File: src/rtl/fetch_unit.sv
// rtl/fetch_unit.sv - instruction fetch stage: PC, single-outstanding imem request, output FIFO, redirect flush
// Optional FETCH_PERF_CNT_EN adds the saturating perf_fetched pop counter.
module fetch_unit #(
  parameter logic [31:0] RESET_PC = 32'h0000_0000,
  parameter int          DEPTH    = 2
) (
  input  logic        clk,
  input  logic        rst,
  output logic        imem_req_valid,
  input  logic        imem_req_ready,
  output logic [31:0] imem_req_addr,
  input  logic        imem_resp_valid,
  input  logic [31:0] imem_resp_data,
  output logic        instr_valid,
  input  logic        instr_ready,
  output logic [31:0] instr_raw,
  output logic [31:0] instr_pc,
  input  logic        redirect_valid,
  input  logic [31:0] redirect_pc
`ifdef FETCH_PERF_CNT_EN
  ,
  output logic [31:0] perf_fetched
`endif
);

  localparam int AW = (DEPTH > 1) ? $clog2(DEPTH) : 1;
  localparam int CW = $clog2(DEPTH) + 1;
  localparam logic [CW-1:0] DEPTH_C = CW'(DEPTH);

  typedef enum logic [1:0] {RUN, WAIT, DROP} state_e;

  state_e        state_q, state_d;
  logic [31:0]   pc_q, pc_d;
  logic [31:0]   req_pc_q, req_pc_d;
  logic [CW-1:0] count_q, count_d;
  logic [AW-1:0] wr_ptr_q, wr_ptr_d;
  logic [AW-1:0] rd_ptr_q, rd_ptr_d;
  logic [31:0]   mem_raw_q [DEPTH];
  logic [31:0]   mem_pc_q  [DEPTH];

  logic fire;
  logic push;
  logic pop;

  // Only RUN can issue, so the outstanding slot term of the space check is always zero here.
  assign imem_req_valid = ~rst & (state_q == RUN) & (count_q < DEPTH_C) & ~redirect_valid;
  assign imem_req_addr  = pc_q;
  assign instr_valid    = (count_q != '0);
  assign instr_raw      = instr_valid ? mem_raw_q[rd_ptr_q] : 32'h0;
  assign instr_pc       = instr_valid ? mem_pc_q[rd_ptr_q]  : 32'h0;

  assign fire = imem_req_valid & imem_req_ready;
  assign pop  = instr_valid & instr_ready;
  assign push = (state_q == WAIT) & imem_resp_valid & ~redirect_valid;

  always_comb begin
    state_d  = state_q;
    pc_d     = pc_q;
    req_pc_d = req_pc_q;
    count_d  = count_q;
    wr_ptr_d = wr_ptr_q;
    rd_ptr_d = rd_ptr_q;
    if (redirect_valid) begin
      pc_d     = redirect_pc & 32'hFFFF_FFFC;
      count_d  = '0;
      wr_ptr_d = '0;
      rd_ptr_d = '0;
      // A response landing in the redirect cycle retires the outstanding slot.
      if (state_q != RUN && !imem_resp_valid) state_d = DROP;
      else                                    state_d = RUN;
    end else begin
      unique case (state_q)
        RUN: begin
          if (fire) begin
            req_pc_d = pc_q;
            pc_d     = pc_q + 32'd4;
            state_d  = WAIT;
          end
        end
        WAIT:    if (imem_resp_valid) state_d = RUN;
        DROP:    if (imem_resp_valid) state_d = RUN;
        default: state_d = RUN;
      endcase
      if (push) wr_ptr_d = wr_ptr_q + AW'(1);
      if (pop)  rd_ptr_d = rd_ptr_q + AW'(1);
      case ({push, pop})
        2'b10:   count_d = count_q + CW'(1);
        2'b01:   count_d = count_q - CW'(1);
        default: count_d = count_q;
      endcase
    end
  end

  always_ff @(posedge clk) begin
    if (rst) begin
      state_q  <= RUN;
      pc_q     <= RESET_PC;
      req_pc_q <= 32'h0;
      count_q  <= '0;
      wr_ptr_q <= '0;
      rd_ptr_q <= '0;
    end else begin
      state_q  <= state_d;
      pc_q     <= pc_d;
      req_pc_q <= req_pc_d;
      count_q  <= count_d;
      wr_ptr_q <= wr_ptr_d;
      rd_ptr_q <= rd_ptr_d;
    end
  end

  always_ff @(posedge clk) begin
    if (push) begin
      mem_raw_q[wr_ptr_q] <= imem_resp_data;
      mem_pc_q[wr_ptr_q]  <= req_pc_q;
    end
  end

`ifdef FETCH_PERF_CNT_EN
  logic [31:0] perf_q, perf_d;

  always_comb begin
    perf_d = perf_q;
    if (pop && perf_q != 32'hFFFF_FFFF) perf_d = perf_q + 32'd1;
  end

  always_ff @(posedge clk) begin
    if (rst) perf_q <= 32'h0;
    else     perf_q <= perf_d;
  end

  assign perf_fetched = perf_q;
`endif

  resp_only_when_outstanding: assert property (
    @(posedge clk) disable iff (rst) !(imem_resp_valid && state_q == RUN));

endmodule

File: config.mk
export PLATFORM = sky130hd
export DESIGN_NAME = fetch_unit
export DESIGN_NICKNAME = d
export VERILOG_FILES = /design/src/rtl/fetch_unit.sv
export SDC_FILE = /design/constraint.sdc
export NUM_CORES = 1
export LEC_CHECK = 0
export ABC_AREA = 1
export BUFFER_PORTS_ARGS = -buffer_cell sky130_fd_sc_hd__buf_2
export CAP_MARGIN = 10
export CORE_ASPECT_RATIO = 0.8
export CORE_MARGIN = 2
export CORE_UTILIZATION = 51
export CTS_BUF_LIST = sky130_fd_sc_hd__clkbuf_8
export CTS_CLUSTER_DIAMETER = 80
export DETAILED_ROUTE_END_ITERATION = 16
export GPL_TIMING_DRIVEN = 0
export PLACE_DENSITY_LB_ADDON = 0.1
export SKIP_CTS_REPAIR_TIMING = 1
export SLEW_MARGIN = 5
export SYNTH_ARGS = -nofsm -noshare
export SYNTH_HDL_FRONTEND = slang
export SYNTH_SLANG_ARGS = --single-unit
File: constraint.sdc
create_clock -name clk -period 3.8 [get_ports clk]
set_input_delay 0.19 -clock clk [delete_from_list [all_inputs] [get_ports clk]]
set_output_delay 0.19 -clock clk [all_outputs]
set_load 0.01 [all_outputs]
Yosys cells after proc, flatten, opt, wreduce, memory -nomap -nowiden --
Memories as Yosys holds them, arrays and structs flattened. A register that Yosys moved wholly into a read port is not among the register bits. Cells that the tools add are included.
Storage, ports and cells: output and inout port bits 98, flip-flop bits (word level) 70, logic and storage cells 61, bits in writable memories 128, input port bits 70, memories 2
Memory list:
- mem_pc_q | words 2, bits a word 32, read ports 1, clocked after memory_dff 1, wr ports 1, RTL line 39 | logic [31:0] mem_pc_q [DEPTH];
- mem_raw_q | words 2, bits a word 32, read ports 1, clocked after memory_dff 1, wr ports 1, RTL line 38 | logic [31:0] mem_raw_q [DEPTH];
Operators by class: order comparisons 1, multiplexer cells 17, bitwise operators 9, add/sub/neg operators 5, reductions and logical operators 14, equality and inequality tests 6
Operator list (count):
- $mux 32 | 5
- $add 32x3->32 const B | 1
- $reduce_bool 2->1 | 5
- $mux 2 | 4
- $pmux 2 s2 | 2
- $and 1x1->1 | 7
- $mux 1 | 6
- $reduce_and 2->1 | 3
- $eq 2x1->1 const B | 2
- $eq 2x2->1 const B | 2
- $reduce_or 2->1 | 2
- $ne 3x1->1 const B | 1
- $ne 3x3->1 const B | 1
- $reduce_and 3->1 | 1
- $add 1x1->1 const B | 2
- $add 2x1->2 const B | 1
- $logic_not 2->1 | 1
- $lt 2x2->1 const B | 1
- $not 1->1 | 2
- $sub 2x1->2 const B | 1
- $logic_and 1x1->1 | 1
- $logic_not 1->1 | 1

Logic depth before layout (Yosys ltp) --
Gate-level depths: netlist of run 1.
word-level depth 8, depth in mapped cells 10, depth with buffers taken out 10

Least setup slack after synthesis of run 1 --
No wires, ideal clock.
path type reg2reg, start register state_q[1], end memory mem_pc_q[0][10], enable pin, setup slack 76 ps, arrival 3242 ps, cell stages (with the launch flop) 5, required time 3318 ps, clock period less this slack 3724 ps, path buffers 0, library setup time 482 ps, path through dfxtp_1 inv_1 ha_1 nand3_1 nor2_1
On the way: word-level cells in the longest chain between the ends 5
RTL lines:
- from (decl) | RTL line 32 | state_e state_q, state_d;
- from (signal assigned) | RTL line 103 | state_q <= state_d;
- $eq 2x1->1 | RTL line 54 | assign push = (state_q == WAIT) & imem_resp_valid & ~redirect_valid;
- $and 1x1->1 (2 in series) | RTL line 54
- $mux 1 | RTL line 113 | if (push) begin
- $mux 1 (not written as such) | RTL line 115 | mem_pc_q[wr_ptr_q] <= req_pc_q;
- to (decl) | RTL line 39
No other way between the ends.

Worst setup path after layout of run 1 --
start register count_q[0], end output port instr_pc[21]
On the way: word-level cells in the longest chain between the ends 2
RTL lines:
- from (decl) | RTL line 35 | logic [CW-1:0] count_q, count_d;
- from (signal assigned) | RTL line 106 | count_q <= count_d;
- $reduce_bool 2->1 | RTL line 48 | assign instr_valid = (count_q != '0);
- $mux 32 | RTL line 50 | assign instr_pc = instr_valid ? mem_pc_q[rd_ptr_q] : 32'h0;
- to (decl) | RTL line 17 | output logic [31:0] instr_pc,
No other way between the ends.

==> results.md, run 1 <==
* Status: finished clean
* Final instance area at 10100 um^2
* Clock Skew at 0.0176 ns
* CTS H-tree lvls at 4
* Total CTS buffers at 17
* RSZ-0062 raised after global routing: false
* Drt wl/cell at 15.2 um
* Rel. slew slack at 0.333
* Slowest stage cell, crit path: nor2_1
* CP Data Required Time at 3.61 ns
* Met1 usage at 0.347
* Ys async rst share at 0
* Cell variety after synth at 37
* Max VDD drop at 0.000227 V
* Register area at 5060 um^2
* Top cell type's share of synthesized area at 0.459
* DRT Pass-1 Iters at 5
* Die Area at 16900 um^2
* Antenna cells at 0
* # Max-Cap Violations at 0
* Met2 GRT Util at 0.346
* Die width at 145 um
* CP Cell Sequence: nor2_1, clkbuf_1, a21oi_1, buf_2
* Post-route ant nets at 0
* Post-DP HPWL at 13.8 mm
* Synth top area cells: edfxtp_1 46%, dfxtp_1 17%, nand2_1 12%
* # fillers at 1298
* Worst Path Max Fanout at 10
* Worst hold path type: input port to flop
* Count leader, synth: nand2_1
* Vias in the first global route at 5719
* Fmax at 397 MHz
* Initial Utilization at 0.518
* WL final at 19.8 mm
* Yosys top cell by area: edfxtp_1
* Crit share post-route at 0.663
* Clock buffer depth at 2
* Final estimated routing congestion in global placement at 0.910
* Global-route wire length before repair at 30.3 mm
* CTS tree: done
* Top Usage Layer GRT: met1
* Leakage at 4.25 nW
* Worst skew pair latency at 0.47 ns
* Layout Nets at 1151
* Fin crit period at 2.52 ns
* Reg2Reg Depth at 9
* Layout cells sized above 1 at 0.214
* Post-Syn Area at 8110 um^2
* Final Max Tran Viols at 0
* Vias at 6626
* Crit path DAT at 2.33 ns
* I/O pin count at 168
* Worst-Margin Slew at 0.996 ns
* Area growth syn-to-layout at 24.9%
* Multi-input logic area at 2630 um^2
* Clock tree root driver cell: clkbuf_8
* Flops & latches, synth at 191
* Total grt overflow at 0
* Most frequent cells after synthesis: 252 x nand2_1, 124 x edfxtp_1, 109 x a21oi_1
* Crit end category: output port
* Hold Path Depth at 4
* Clk sinks at 191
* Register area share after synthesis at 0.624
* Met3 Usage GRT at 0.0527
* Die height at 117 um
* Initial DRC Count at 436
* Final setup viols at 0
* Area post-placement at 9300 um^2
* Num rows at 41
* Worst-path clk slew at 0.11 ns
* Worst setup SP type: flop
* Syn Area/Cell at 9.52 um^2
* Final hold violations at 0
* Initial antenna violation count at 0
* EDFF count, synth at 124
* Total core area at 15600 um^2
* Pin count of the biggest net entering global routing at 29
* PwrDens at 395 nW/um^2
* Warnings from Yosys at 0
* Final core utilization at 0.647
* GRT Total Usage at 0.232
* Post-synthesis instance total at 852
* Vias per cell at 5.08
* WS Path Type: flop to output port
* DRC Markers at 0
* CP max stage delay at 0.75 ns
* Main synth FF type: edfxtp_1
* Port bufs at 160
[area by class of cell]
cell class / instances / share of cell area
inverter: 61 / 0.0229
multi-input combinational: 558 / 0.259
timing repair buffer: 203 / 0.127
buffer: 45 / 0.0210
clock buffer: 17 / 0.0231
tap: 215 / 0.0266
clock inverter: 15 / 0.0199
sequential: 191 / 0.500
[flip-flops by register name (all words and copies together) (netlist names), named ones only]
name	count
mem_raw_q	64
mem_pc_q	60
imem_req_addr	30
req_pc_q	30
count_q	2
state_q	2
rd_ptr_q	1
wr_ptr_q	1
[logic make-up (layout without fill, tap and decap cells)]
kind of cell,after synthesis,after routing,synth area share
xor gates and xnor gates,4,4,0.00432
adders and majority gates,4,4,0.00617
DFF,191,191,0.624
and+or+nand+nor,381,381,0.203
buffers and inverters,106,341,0.0548
AOI/OAI and AO/OA,165,165,0.107
other,1,4,0.000462
[worst paths after layout]
path | startpoint | end | slack [ns]
worst max register to register | count_q[0] | count_q[1] | 1.54
worst min-delay path | imem_resp_valid | state_q[1] | 0.02
worst min register to register | req_pc_q[18] | mem_pc_q[1][18] | 0.45
worst max-delay path | count_q[0] | instr_pc[21] | 1.28
[metrics by stage]
stage	TNS [ns]	instances	power, mW	setup slack, ns	hold slack (ns)
finish	0	1305	4.00	1.28	0.0210
global route	0	1305	4.14	1.10	0.00619
CTS	0	1266	4.00	1.19	-0.128
detailed placement	0	1234	2.57	1.51	0.381
global placement	-190.60	1230	2.57	-1.55	0.378
floorplan	0	855	2.46	0.0758	0.289
[per-layer routing]
metal	routed length, um	share of wire
met2	8690	0.44
met1	9440	0.48
met5	0	0
met4	192	0.0097
met3	1480	0.075
[worst max-delay path: cells and delay by family, from the launching register on]
family / cells / cell delay [ns]
simple gates: 1 / 0.75
buf+inv: 2 / 0.62
flops: 1 / 0.35
compound gates: 1 / 0.13
[power by group]
part           internal (mW)  switching (mW)  total, mW
Sequential              2.24          0.0470       2.29
Clock                  0.679           0.764       1.44
Combinational          0.120           0.152      0.272
[cell usage in the layout, fill, tap and decap left out, types with 4 or more instances in the layout]
cell type and n:
nand2_1 252, buf_2 171, edfxtp_1 124, a21oi_1 109, dfxtp_1 67, inv_1 58, nor2_1 54, nand3_1 39
dlygate4sd3_1 39, o21ai_0 38, clkbuf_1 26, clkbuf_8 17, nand3b_1 7, buf_4 6, a211oi_1 6, nor3_1 6
inv_8 5, nor2_2 4, nand4_1 4, xor2_1 4, a31oi_1 4, ha_1 4, conb_1 4
Power figures use the tool's default switching activity.
==> run 2, diff against run 1 <==
--- a/config.mk
+++ b/config.mk
@@ -10,7 +10,7 @@
 export CAP_MARGIN = 10
 export CORE_ASPECT_RATIO = 0.8
 export CORE_MARGIN = 2
-export CORE_UTILIZATION = 51
+export CORE_UTILIZATION = 57
 export CTS_BUF_LIST = sky130_fd_sc_hd__clkbuf_8
 export CTS_CLUSTER_DIAMETER = 80
 export DETAILED_ROUTE_END_ITERATION = 16
==> constraint.sdc (replaced) <==
create_clock -name clk -period 2.33 [get_ports clk]
set_input_delay 0.1165 -clock clk [delete_from_list [all_inputs] [get_ports clk]]
set_output_delay 0.1165 -clock clk [all_outputs]
set_load 0.01 [all_outputs]
==> results.md, run 2 (synthesis gave the netlist of run 1 again) <==
* Clock buffer depth at 2
* Layout cells sized above 1 at 0.211
* Vias in the first global route at 5691
* RSZ-0062 raised after global routing: false
* Total core area at 13700 um^2
* Antenna cells at 0
* Drt wl/cell at 15.2 um
* Largest Register: mem_raw_q
* Comb power frac at 0.075
* Layout Nets at 1154
* Clock power frac at 0.309
* Total CTS buffers at 17
* PwrDens at 604 nW/um^2
* Worst-path clk slew at 0.09 ns
* WHS at -0.0211 ns
* P_int at 4.59 mW
* Crit share post-route at 0.913
* Hold Startpoint: instr_ready
* Pin count of the biggest net entering global routing at 30
* # fillers at 1086
* Post-DP HPWL at 13.6 mm
* Worst skew pair latency at 0.46 ns
* CTS H-tree lvls at 4
* Worst-Margin Slew at 0.661 ns
* Vias at 6645
* Rel. slew slack at 0.559
* WS Path Type: flop to output port
* Switching Share at 0.242
* Die Area at 15200 um^2
* # Max-Cap Violations at 0
* Final setup viols at 0
* Failing checks: hold timing
* Sequential cell fraction of total power at 0.617
* Final Max Tran Viols at 0
* Commonest non-fill, non-tap cells in the layout: 252 x nand2_1, 171 x buf_2, 124 x edfxtp_1, 109 x a21oi_1, 67 x dfxtp_1
* Die height at 111 um
* Area growth syn-to-layout at 23.5%
* Final core utilization at 0.729
* Port bufs at 160
* Total grt overflow at 0
* Clock Skew at 0.00946 ns
* Switch Pwr at 1.46 mW
* WL final at 19.4 mm
* DRC Markers at 0
* Max VDD drop at 0.000355 V
* Initial Utilization at 0.590
* Final hold violations at 1
* GRT Total Usage at 0.248
* Area post-placement at 9260 um^2
* Global-route wire length before repair at 28.8 mm
* Worst hold path type: input port to flop
* Worst Path Max Fanout at 10
* Num rows at 38
* Post-route ant nets at 0
* Worst setup SP type: flop
* Crit end category: output port
* Clock tree root driver cell: clkbuf_8
* I/O pin count at 168
* Fin crit period at 2.13 ns
* Initial DRC Count at 437
* Final estimated routing congestion in global placement at 0.920
* CP Data Required Time at 2.21 ns
* Largest regs: mem_raw_q: 64 flops, mem_pc_q: 60 flops
* Die width at 137 um
* Commonest non-fill, non-tap cell in the layout: nand2_1
* Vias per cell at 5.22
* CTS tree: done
* Initial antenna violation count at 0
* Final instance area at 10000 um^2
* Clk sinks at 191
* Crit path DAT at 2.01 ns
* DRT Pass-1 Iters at 5
* Max reg flops at 64
* Status: finished, violations left
* Leakage at 4.22 nW
* Origin of the critical flop-to-flop path: state_q[1]
* Fmax at 470 MHz
==> run 2: changes by cell type in the layout (fill, tap and decap cells not counted), moves of 2 or more <==
cell and change:
clkbuf_1 -4, inv_4 -2, clkinv_1 +2, dlygate4sd3_1 +4, inv_8 -5, bufinv_16 -3, inv_1 +3, clkbuf_2 +2
inv_6 +4
==> run 2: through the flow <==
stage                     cells  setup TNS (ns)  total power, mW  setup slack, ns
after floorplan             855          -47.57             4.01           -0.384
after global placement     1195         -157.42             4.18            -1.28
after detailed placement   1199               0             4.19            0.158
after CTS                  1231           -1.05             6.01          -0.0604
after global routing       1273               0             6.29           0.0150
final                      1273               0             6.05            0.203
==> run 2: area by class of cell <==
class,instances,area (um^2),share of cell area
clock inverters,15,96.3,0.00962
repair buffers,207,1330,0.132
well taps,180,225,0.0225
plain buffers,44,211,0.0211
flip-flops and latches,191,5060,0.505
multi-input cells,558,2630,0.262
clock buffers,17,234,0.0234
inverters,61,231,0.0231
==> run 2: final timing paths <==
| kind | endpoint | slack (ns) | cells past startpoint |
|---|---|---|---|
| max reg2reg | mem_raw_q[1][12] | 0.30 | 5 |
| max | instr_pc[9] | 0.20 | 5 |
| min reg2reg | mem_pc_q[0][19] | 0.46 | 0 |
| min | rd_ptr_q | -0.02 | 4 |
==> run 2: critical path, cell delays in order (launching register included) <==
cell	delay [ns]
dfxtp_1	0.46
inv_2	0.23
clkbuf_1	0.39
nand2_1	0.10
a21oi_1	0.20
buf_2	0.17
==> run 2: layer usage <==
metal  GRT usage  vias to the layer above  part of all wire
met1       0.361                     3029              0.45
met5           0                        -                 0
met4      0.0667                        0             0.013
met2       0.367                      266              0.45
li1            -                     3327                 -
met3      0.0690                       23             0.085
==> run 2: power groups by stage <==
| stage | Combinational [mW] | Sequential [mW] | Clock [mW] |
|---|---|---|---|
| after floorplan | 0.205 | 3.80 | 0 |
| after global placement | 0.378 | 3.81 | 0 |
| after detailed placement | 0.388 | 3.81 | 0 |
| after CTS | 0.390 | 3.73 | 1.89 |
| after global routing | 0.499 | 3.74 | 2.05 |
| final | 0.451 | 3.73 | 1.87 |
==> run 3, diff against run 2 <==
--- a/config.mk
+++ b/config.mk
@@ -16,6 +16,7 @@
 export DETAILED_ROUTE_END_ITERATION = 16
 export GPL_TIMING_DRIVEN = 0
 export PLACE_DENSITY_LB_ADDON = 0.1
+export RECOVER_POWER = 50
 export SKIP_CTS_REPAIR_TIMING = 1
 export SLEW_MARGIN = 5
 export SYNTH_ARGS = -nofsm -noshare
==> results.md, run 3 (synthesis gave the netlist of run 1 again) <==
* Worst-Margin Slew at 0.653 ns
* Final hold violations at 1
* Origin of the critical flop-to-flop path: state_q[1]
* Fmax at 469 MHz
* Crit share post-route at 0.915
* R2R Path End: imem_req_addr[5]
* PwrDens at 608 nW/um^2
* # Max-Cap Violations at 0
* Initial DRC Count at 425
* RSZ-0062 raised after global routing: false
* Post-route ant nets at 0
* Total core area at 13700 um^2
* Pre-CTS setup slack at 0.158 ns
* Total CTS buffers at 17
* WS Path Type: flop to flop
* Clk sinks at 191
* Fin crit period at 2.13 ns
* Worst Path Max Fanout at 10
* Reg2Reg Setup Slack at 0.20 ns
* Crit path DAT at 2.48 ns
* Commonest non-fill, non-tap cells in the layout: 253 x nand2_1, 124 x edfxtp_1, 113 x buf_2, 109 x a21oi_1, 78 x clkbuf_1
* Hold Startpoint: instr_ready
* Leakage at 4.03 nW
* Initial Utilization at 0.590
* Final WS setup at 0.198 ns
* Final Max Tran Viols at 0
* Max VDD drop at 0.000355 V
* Layout Nets at 1154
* Kind of cell adding the most delay to the critical path: buffers and inverters
* Vias in the first global route at 5691
* Clock tree root driver cell: clkbuf_8
* Reg2Reg Depth at 8
* Final estimated routing congestion in global placement at 0.920
* Drt wl/cell at 15.1 um
* Commonest non-fill, non-tap cell in the layout: nand2_1
* CTS tree: done
* Worst skew pair latency at 0.46 ns
* Die height at 111 um
* Die Area at 15200 um^2
* Port bufs at 160
* Hold Path Depth at 4
* Final setup viols at 0
* Critical path's most frequent cell: inv_1
* Die width at 137 um
* CP Data Required Time at 2.68 ns
* DRT Pass-1 Iters at 5
* WL final at 19.2 mm
* Max reg flops at 64
* Largest regs: mem_raw_q: 64 flops, mem_pc_q: 60 flops
* Vias at 6613
* Worst setup SP type: flop
* Worst hold path type: input port to flop
* Worst-path clk slew at 0.09 ns
* Pin count of the biggest net entering global routing at 30
* Largest Register: mem_raw_q
* Clock Skew at 0.00732 ns
* Crit end category: flop
* Rel. slew slack at 0.564
* CP Cell Sequence: inv_1, ha_1, nand4_1, inv_1, clkbuf_1, o21ai_0, a21oi_1, nor2_1
* Layout cells sized above 1 at 0.156
* Hold Crit Endpoint: rd_ptr_q
* Vias per cell at 5.19
* Failing checks: hold timing
* Num rows at 38
* # fillers at 1121
* Total grt overflow at 0
* Global-route wire length before repair at 28.8 mm
* Status: finished, violations left
* Clock buffer depth at 2
* Worst Path Buf+Inv at 3
* CP max stage delay at 0.39 ns
* Area growth syn-to-layout at 22.4%
* CTS H-tree lvls at 4
* DRC Markers at 0
* Initial antenna violation count at 0
* I/O pin count at 168
* Post-DP HPWL at 13.6 mm
* Antenna cells at 0
* Slowest stage cell, crit path: clkbuf_1
* Fin Setup TNS at 0 ns
* GRT Total Usage at 0.248
* Cell count along the critical path at 8
* WHS at -0.0188 ns
## run 3: cell count changes in the layout (fill, tap and decap cells not counted), moves of 2 or more
cell | before | now
clkbuf_2 | 2 | 4
buf_2 | 171 | 113
clkbuf_1 | 22 | 78
inv_1 | 61 | 63
## run 3: area by class of cell
| class | instances | area [um^2] | share of cell area |
|---|---|---|---|
| buffer | 44 | 205 | 0.0207 |
| clock buffer | 17 | 234 | 0.0236 |
| clock inverter | 15 | 96.3 | 0.00971 |
| inverter | 61 | 229 | 0.0231 |
| multi-input combinational | 558 | 2610 | 0.263 |
| sequential | 191 | 5060 | 0.510 |
| tap | 180 | 225 | 0.0227 |
| timing repair buffer | 207 | 1260 | 0.127 |
## run 3: power by group
group | internal (mW) | switching (mW)
clock network | 0.734 | 1.14
registers | 3.66 | 0.0763
logic | 0.184 | 0.247
## run 3: routing by layer
metal	up-vias	wire, um	track usage
met5	-	0	0
met4	0	253	0.0667
met3	20	1740	0.0690
met2	278	8750	0.367
met1	2995	8490	0.361
li1	3320	-	-
## run 3: worst max path at each step
stage	from	endpoint	slack, ns
5_1_grt	flop	instr_raw[21]	0.01
3_3_place_gp	redirect_valid	mem_raw_q[1][23]	-1.28
4_1_cts	count_q[0]	instr_raw[20]	-0.06
3_5_place_dp	count_q[0]	count_q[1]	0.16
2_1_floorplan	state_q[1]	mem_pc_q[1][10]	-0.38
6_report	state_q[1]	imem_req_addr[5]	0.20
## run 3: per-stage QoR
stage	cells	area [um^2]	utilization	total power, mW
after floorplan	855	8130	-	4.01
after global placement	1195	9150	0.666	4.18
after detailed placement	1199	9260	0.674	4.19
after CTS	1231	9590	0.698	6.01
after global routing	1273	9920	0.722	6.27
final	1273	9920	0.722	6.03
## run 3: worst reg2reg max path, cell delays in order, from the launching register on
cell and delay [ns]:
dfxtp_1 0.32, inv_1 0.08, ha_1 0.19, nand4_1 0.32, inv_1 0.37, clkbuf_1 0.39
o21ai_0 0.16, a21oi_1 0.13, nor2_1 0.06
